==> src/rtl/dehaze_pkg.sv <==
// dehaze_pkg: shared defaults for the dehazing datapath (frame geometry, UART
// frame header bytes) and the frame loader state encoding. vga_pic reads the
// same PIC_W/PIC_H defaults so both ends agree on the buffer layout.
package dehaze_pkg;

  localparam int PIC_W_DEF       = 100;
  localparam int PIC_H_DEF       = 100;
  localparam int ADDR_W_DEF      = 14;
  localparam int TIMEOUT_CYC_DEF = 5_000_000;   // 100 ms at 50 MHz

  localparam logic [7:0] SYNC0_DEF = 8'hA5;
  localparam logic [7:0] SYNC1_DEF = 8'h5A;

  // Loader state encoding; CHECK is only reachable in checksum builds.
  localparam int STATE_W = 3;
  localparam logic [STATE_W-1:0] ST_IDLE      = 3'd0;
  localparam logic [STATE_W-1:0] ST_SYNC      = 3'd1;
  localparam logic [STATE_W-1:0] ST_LOAD      = 3'd2;
  localparam logic [STATE_W-1:0] ST_CHECK     = 3'd3;
  localparam logic [STATE_W-1:0] ST_WAIT_SWAP = 3'd4;

  // Number of pixels in one frame.
  function automatic int frame_pixels(input int w, input int h);
    return w * h;
  endfunction

  // States in which a stalled byte stream must be caught by the watchdog.
  function automatic logic watchdog_active(input logic [STATE_W-1:0] st);
    return (st == ST_SYNC) || (st == ST_LOAD) || (st == ST_CHECK);
  endfunction

endpackage

==> src/rtl/dehaze_frame_loader_rx_watchdog.sv <==
// rx_watchdog: counts idle cycles while enabled. The count restarts on clr or
// whenever the watchdog is disabled. timeout is high for one cycle when the
// count reaches TIMEOUT_CYC-1 without an intervening clear.
module rx_watchdog
  import dehaze_pkg::*;
#(
  parameter int TIMEOUT_CYC = TIMEOUT_CYC_DEF
) (
  input  logic sys_clk,
  input  logic sys_rst,
  input  logic en,
  input  logic clr,
  output logic timeout
);

  localparam int CNT_W = (TIMEOUT_CYC > 1) ? $clog2(TIMEOUT_CYC) : 1;
  localparam logic [CNT_W-1:0] CNT_LAST = CNT_W'(TIMEOUT_CYC - 1);

  logic [CNT_W-1:0] cnt;

  // Idle-cycle counter; wraps to zero on expiry so it cannot fire twice in a row.
  always_ff @(posedge sys_clk) begin
    // NOTE: reset is synchronous, so it is tested inside the clocked block and
    // the sensitivity list holds only the clock edge.
    if (sys_rst) begin
      cnt <= '0;
    end else if (!en || clr) begin
      cnt <= '0;
    end else if (cnt == CNT_LAST) begin
      cnt <= '0;
    end else begin
      cnt <= cnt + CNT_W'(1);
    end
  end

  assign timeout = en && !clr && (cnt == CNT_LAST);

endmodule

==> src/rtl/dehaze_frame_loader.sv <==
// dehaze_frame_loader: hunts the SYNC0/SYNC1 header in the UART byte stream,
// writes one frame of RGB332 pixels into the back bank of a ping-pong frame
// RAM, and swaps banks only on a display frame start so the reader never sees
// a partial frame. A watchdog aborts frames whose byte stream stalls.
//
// Build option: define DEHAZE_LOADER_CKSUM_EN to require an XOR trailer byte
// after the pixels (adds the CHECK state and the err_cksum output).
module dehaze_frame_loader
  import dehaze_pkg::*;
#(
  parameter int         PIC_W       = PIC_W_DEF,
  parameter int         PIC_H       = PIC_H_DEF,
  parameter int         ADDR_W      = ADDR_W_DEF,
  parameter logic [7:0] SYNC0       = SYNC0_DEF,
  parameter logic [7:0] SYNC1       = SYNC1_DEF,
  parameter int         TIMEOUT_CYC = TIMEOUT_CYC_DEF
) (
  input  logic              sys_clk,
  input  logic              sys_rst,
  input  logic [7:0]        rx_data,
  input  logic              rx_valid,
  input  logic              disp_frame_start,
  output logic              wr_en,
  output logic [ADDR_W-1:0] wr_addr,
  output logic [7:0]        wr_data,
  output logic              wr_bank,
  output logic              rd_bank,
  output logic              frame_done,
  output logic              err_timeout,
`ifdef DEHAZE_LOADER_CKSUM_EN
  output logic              err_cksum,
`endif
  output logic              busy
);

  localparam logic [ADDR_W-1:0] LAST_PIX = ADDR_W'(frame_pixels(PIC_W, PIC_H) - 1);

  logic [STATE_W-1:0] state;
  logic [ADDR_W-1:0]  pix_cnt;
  logic               wd_timeout;

  // Watchdog runs only while a frame is being received; any byte restarts it.
  rx_watchdog #(
    .TIMEOUT_CYC (TIMEOUT_CYC)
  ) u_rx_watchdog (
    .sys_clk (sys_clk),
    .sys_rst (sys_rst),
    .en      (watchdog_active(state)),
    .clr     (rx_valid),
    .timeout (wd_timeout)
  );

  assign busy = (state != ST_IDLE);

`ifdef DEHAZE_LOADER_CKSUM_EN
  logic [7:0] cksum;

  // Running XOR of the pixel bytes of the frame in progress.
  always_ff @(posedge sys_clk) begin
    if (sys_rst) begin
      cksum <= '0;
    end else if (state == ST_SYNC && rx_valid && rx_data == SYNC1) begin
      cksum <= '0;
    end else if (state == ST_LOAD && rx_valid) begin
      cksum <= cksum ^ rx_data;
    end
  end
`endif

  // Loader FSM with registered write port, bank pointers and event pulses.
  always_ff @(posedge sys_clk) begin
    if (sys_rst) begin
      state       <= ST_IDLE;
      pix_cnt     <= '0;
      wr_en       <= 1'b0;
      wr_addr     <= '0;
      wr_data     <= '0;
      wr_bank     <= 1'b1;
      rd_bank     <= 1'b0;
      frame_done  <= 1'b0;
      err_timeout <= 1'b0;
`ifdef DEHAZE_LOADER_CKSUM_EN
      err_cksum   <= 1'b0;
`endif
    end else begin
      // NOTE: state is updated with non-blocking assignments so every branch
      // below sees the values from before this clock edge.
      wr_en       <= 1'b0;
      frame_done  <= 1'b0;
      err_timeout <= 1'b0;
`ifdef DEHAZE_LOADER_CKSUM_EN
      err_cksum   <= 1'b0;
`endif
      case (state)
        ST_IDLE: begin
          if (rx_valid && rx_data == SYNC0) begin
            state <= ST_SYNC;
          end
        end

        ST_SYNC: begin
          if (wd_timeout) begin
            err_timeout <= 1'b1;
            state       <= ST_IDLE;
          end else if (rx_valid) begin
            if (rx_data == SYNC1) begin
              pix_cnt <= '0;
              state   <= ST_LOAD;
            end else if (rx_data != SYNC0) begin
              state <= ST_IDLE;
            end
          end
        end

        ST_LOAD: begin
          if (wd_timeout) begin
            err_timeout <= 1'b1;
            state       <= ST_IDLE;
          end else if (rx_valid) begin
            wr_en   <= 1'b1;
            wr_addr <= pix_cnt;
            wr_data <= rx_data;
            pix_cnt <= pix_cnt + ADDR_W'(1);
            if (pix_cnt == LAST_PIX) begin
`ifdef DEHAZE_LOADER_CKSUM_EN
              state      <= ST_CHECK;
`else
              frame_done <= 1'b1;
              state      <= ST_WAIT_SWAP;
`endif
            end
          end
        end

`ifdef DEHAZE_LOADER_CKSUM_EN
        ST_CHECK: begin
          if (wd_timeout) begin
            err_timeout <= 1'b1;
            state       <= ST_IDLE;
          end else if (rx_valid) begin
            if (rx_data == cksum) begin
              frame_done <= 1'b1;
              state      <= ST_WAIT_SWAP;
            end else begin
              err_cksum <= 1'b1;
              state     <= ST_IDLE;
            end
          end
        end
`endif

        ST_WAIT_SWAP: begin
          // Bytes arriving here are dropped until the display takes the frame.
          if (disp_frame_start) begin
            rd_bank <= wr_bank;
            wr_bank <= ~wr_bank;
            state   <= ST_IDLE;
          end
        end

        default: state <= ST_IDLE;
      endcase
    end
  end

endmodule

==> config.mk <==
export PLATFORM = sky130hd
export DESIGN_NAME = dehaze_frame_loader
export DESIGN_NICKNAME = d
export VERILOG_FILES = /design/src/rtl/dehaze_pkg.sv /design/src/rtl/dehaze_frame_loader_rx_watchdog.sv /design/src/rtl/dehaze_frame_loader.sv
export SDC_FILE = /design/constraint.sdc
export NUM_CORES = 1
export LEC_CHECK = 0
export BUFFER_PORTS_ARGS = -buffer_cell sky130_fd_sc_hd__buf_2
export CORE_MARGIN = 1
export CORE_UTILIZATION = 57
export CTS_CLUSTER_SIZE = 10
export DETAILED_ROUTE_END_ITERATION = 10
export HOLD_SLACK_MARGIN = 0.08
export PLACE_DENSITY = 0.83
export SYNTH_ARGS = -nofsm -noshare
export SYNTH_HDL_FRONTEND = slang
export SYNTH_SLANG_ARGS = --single-unit
==> constraint.sdc <==
create_clock -name sys_clk -period 2.4 [get_ports sys_clk]
set_clock_uncertainty 0.15 [all_clocks]
set_input_delay 0.48 -clock sys_clk [delete_from_list [all_inputs] [get_ports sys_clk]]
set_output_delay 0.48 -clock sys_clk [all_outputs]
set_load 0.005 [all_outputs]
==> reports/results.txt <==
Synth async-reset ratio: 0
Crit. Startpoint: u_rx_watchdog.cnt[0]
crit path to: u_rx_watchdog.cnt[22]
final instance area: 3510 sq um
post-synth top area share: 0.456
Switching Fraction: 0.196
Worst slew margin: 0.658
CP startpoint kind: flop
Slew Viols, Final: 0
Yosys reg bits: 67
CP endpoint kind: flop
die width: 73.8 um
Clk Latency, worst-skew pair: 0.34 ns
first-pass GRT wire length: 10400 um
number of nets in the layout: 403
HPWL Detailed: 4320 um
Post-CTS Setup Bufs: 0
antenna cells: 0
final core occ: 0.725
yosys warns: 0
Crit path required time: 2.53 ns
crit share post-route: 0.946
dominant cell type by area after synthesis: dfxtp_1
Starting Density: 0.606
WL final: 6460 um
number of port buffers: 39
Cell Area, Synth: 2940 sq um
Layout Cells excl Fill: 461
initial antenna violation count: 0
Initial DRC Count: 203
Max Cap Violations: 0
P&R area growth vs syn: 19.5%
R2R Setup Slk: 0.13 ns
routed wire length per instance: 14.0 um
vias in the first global route: 2315
Switch Pwr: 0.443 mW
Die Y: 73.8 um
terminus of the critical flop-to-flop path: u_rx_watchdog.cnt[22]
setup_tns: 0 ns
CTS Buffer Depth: 2
post-cts resize count: 0
Synth Instances: 347
htree depth: 3
placed instance area: 3270 sq um
FF-to-FF Start: u_rx_watchdog.cnt[0]
final estimated routing congestion in global placement: 0.833
power per cell area: 645 nW/um^2
LEAKAGE: 1.20 nW
CP Data Arrival Time: 2.40 ns
Worst Tran Pin Value: 0.500 ns
Tot GR Track Use: 0.255
combinational power share: 0.016
sequential share of power: 0.490
Crit Path Max Fanout: 6
Seq/Total Area, Yosys: 0.456
EDFF count, synth: 0
Clock Power Share: 0.494
main area contributors after synthesis: dfxtp_1 46%, nand2_1 7.5%, a21oi_1 7.0%
die area: 5450 sq um
Pre-antenna DRT Iters: 5
DRC violations left: 0
syn nets: 361
cell count of the worst reg-to-reg path: 5
Synth Area per Inst: 8.47 sq um
Via density: 5.90
CTS tree: done
Cells after DPL: 445
clock slew at reported path FFs: 0.07 ns
status: finished clean
Most used DFF post-synth: dfxtp_1
# hold bufs at CTS: 0
Tightest Hold Check Type: in -> reg
Rows: 25
grt ovf: 0
Placeable Area: 4850 sq um
FMAX: 0.440 GHz
DRT antenna net count: 0
Yosys cell types: 43
Hold Violations, Final: 0
Sink Count: 67
cell internal pwr: 1.82 mW
RSZ-0062 raised after global routing: no
share of layout cells above drive strength 1: 0.206
final setup vio count: 0
FILL cells: 355
DR vias: 2721
IO Count: 40
total CTS buffers: 9
largest net degree at the start of global routing: 25
CTS root buf: clkbuf_8
Setup CP Type: reg -> reg
Peak VDD IR: 0.355 mV
Final min period: 2.27 ns
metrics by stage:
| step | power, mW | setup WS, ns | hold slack [ns] |
|---|---|---|---|
| global placement | 1.17 | 0.189 | 0.288 |
| global route | 2.33 | 0.0239 | 0.246 |
| floorplan | 1.15 | 0.181 | 0.280 |
| detailed placement | 1.17 | 0.144 | 0.293 |
| finish | 2.27 | 0.130 | 0.245 |
| CTS | 2.28 | 0.128 | 0.236 |
layout make-up:
type                    count  area [sq um]  area share
clock buffers              13           179      0.0509
clock inverters             3          67.6      0.0192
inverters                   8          30.0     0.00854
multi-input cells         251          1500       0.425
flip-flops and latches     67          1340       0.382
well taps                  67          83.8      0.0239
repair buffers             52           318      0.0904
placed cells by master, fill, tap and decap left out, types with 3 or more instances in the layout:
cell type	instances
a21oi_1	41
buf_2	39
buf_4	11
clkbuf_8	13
dfxtp_1	67
inv_1	8
nand2_1	59
nand3_1	14
nand4_1	7
nor2_1	20
nor3_1	5
nor4_1	5
nor4b_1	3
o21ai_0	10
o31ai_1	11
or3_1	13
or4_1	14
xnor2_1	9
xor2_1	6
routing by layer:
metal | part of all wire | global-route usage | wire length [um] | vias up
li1 | - | - | - | 1341
met1 | 0.47 | 0.320 | 3030 | 1290
met2 | 0.46 | 0.400 | 2990 | 81
met3 | 0.051 | 0.0782 | 327 | 9
met4 | 0.017 | 0.122 | 111 | 0
met5 | 0 | 0 | 0 | -
flip-flops by register name, indices dropped and copies added (netlist names):
| name | flops |
|---|---|
| state | 3 |
| wr_en | 1 |
| rd_bank | 1 |
| wr_addr | 14 |
| wr_bank | 1 |
| err_timeout | 1 |
| u_rx_watchdog.cnt | 23 |
| pix_cnt | 14 |
| frame_done | 1 |
| wr_data | 8 |
power by group through the flow:
| stage | clock (mW) | sequential (mW) | combinational, mW |
|---|---|---|---|
| floorplan | 0 | 1.14 | 0.0162 |
| global placement | 0 | 1.14 | 0.0352 |
| detailed placement | 0 | 1.14 | 0.0355 |
| CTS | 1.14 | 1.11 | 0.0359 |
| global route | 1.18 | 1.11 | 0.0390 |
| finish | 1.12 | 1.11 | 0.0363 |
worst min-delay path by stage:
stage                         startpoint              endpoint  slack [ns]  cells after the start
floorplan           u_rx_watchdog.cnt[0]  u_rx_watchdog.cnt[0]        0.28                      1
global placement              wr_addr[1]            wr_addr[1]        0.29                      2
detailed placement            wr_data[0]            wr_data[0]        0.29                      2
CTS                           rx_data[4]            wr_data[4]        0.24                      3
global route                  rx_data[1]            wr_data[1]        0.25                      3
finish                        rx_data[4]            wr_data[4]        0.25                      3
cells in the mapped netlist (2+ instances only):
cell,number
o31ai_1,11
nand4_1,7
nor4bb_1,2
a21oi_1,41
xnor2_1,9
a31oi_1,2
or4_1,14
o21ai_0,10
inv_1,8
or4_4,2
dfxtp_1,67
xor2_1,6
buf_2,8
a211oi_1,2
nor2_1,20
and4_1,2
ha_1,2
nor3_1,5
nor4_1,5
nor4b_1,3
and3_1,2
a21oi_2,2
nand2_1,59
or3_1,13
clkbuf_1,13
nand3_1,14
o211ai_1,2
critical path: stages (launching register included):
cell,delay (ns)
dfxtp_1,0.37
ha_1,0.28
nand4_4,0.13
or4_1,0.64
or4_4,0.52
a21oi_2,0.13
logic make-up (layout without fill, tap and decap cells):
logic type,count (synthesis),after routing,share of synthesized area
AOI/OAI and AO/OA,73,73,0.144
xor gates and xnor gates,15,15,0.0447
adders and majority gates,2,2,0.00851
buffers and inverters,29,76,0.0404
DFF,67,67,0.456
muxes,1,1,0.00340
and+or+nand+nor,160,160,0.303
No activity file was read; power rests on OpenSTA's default activity.
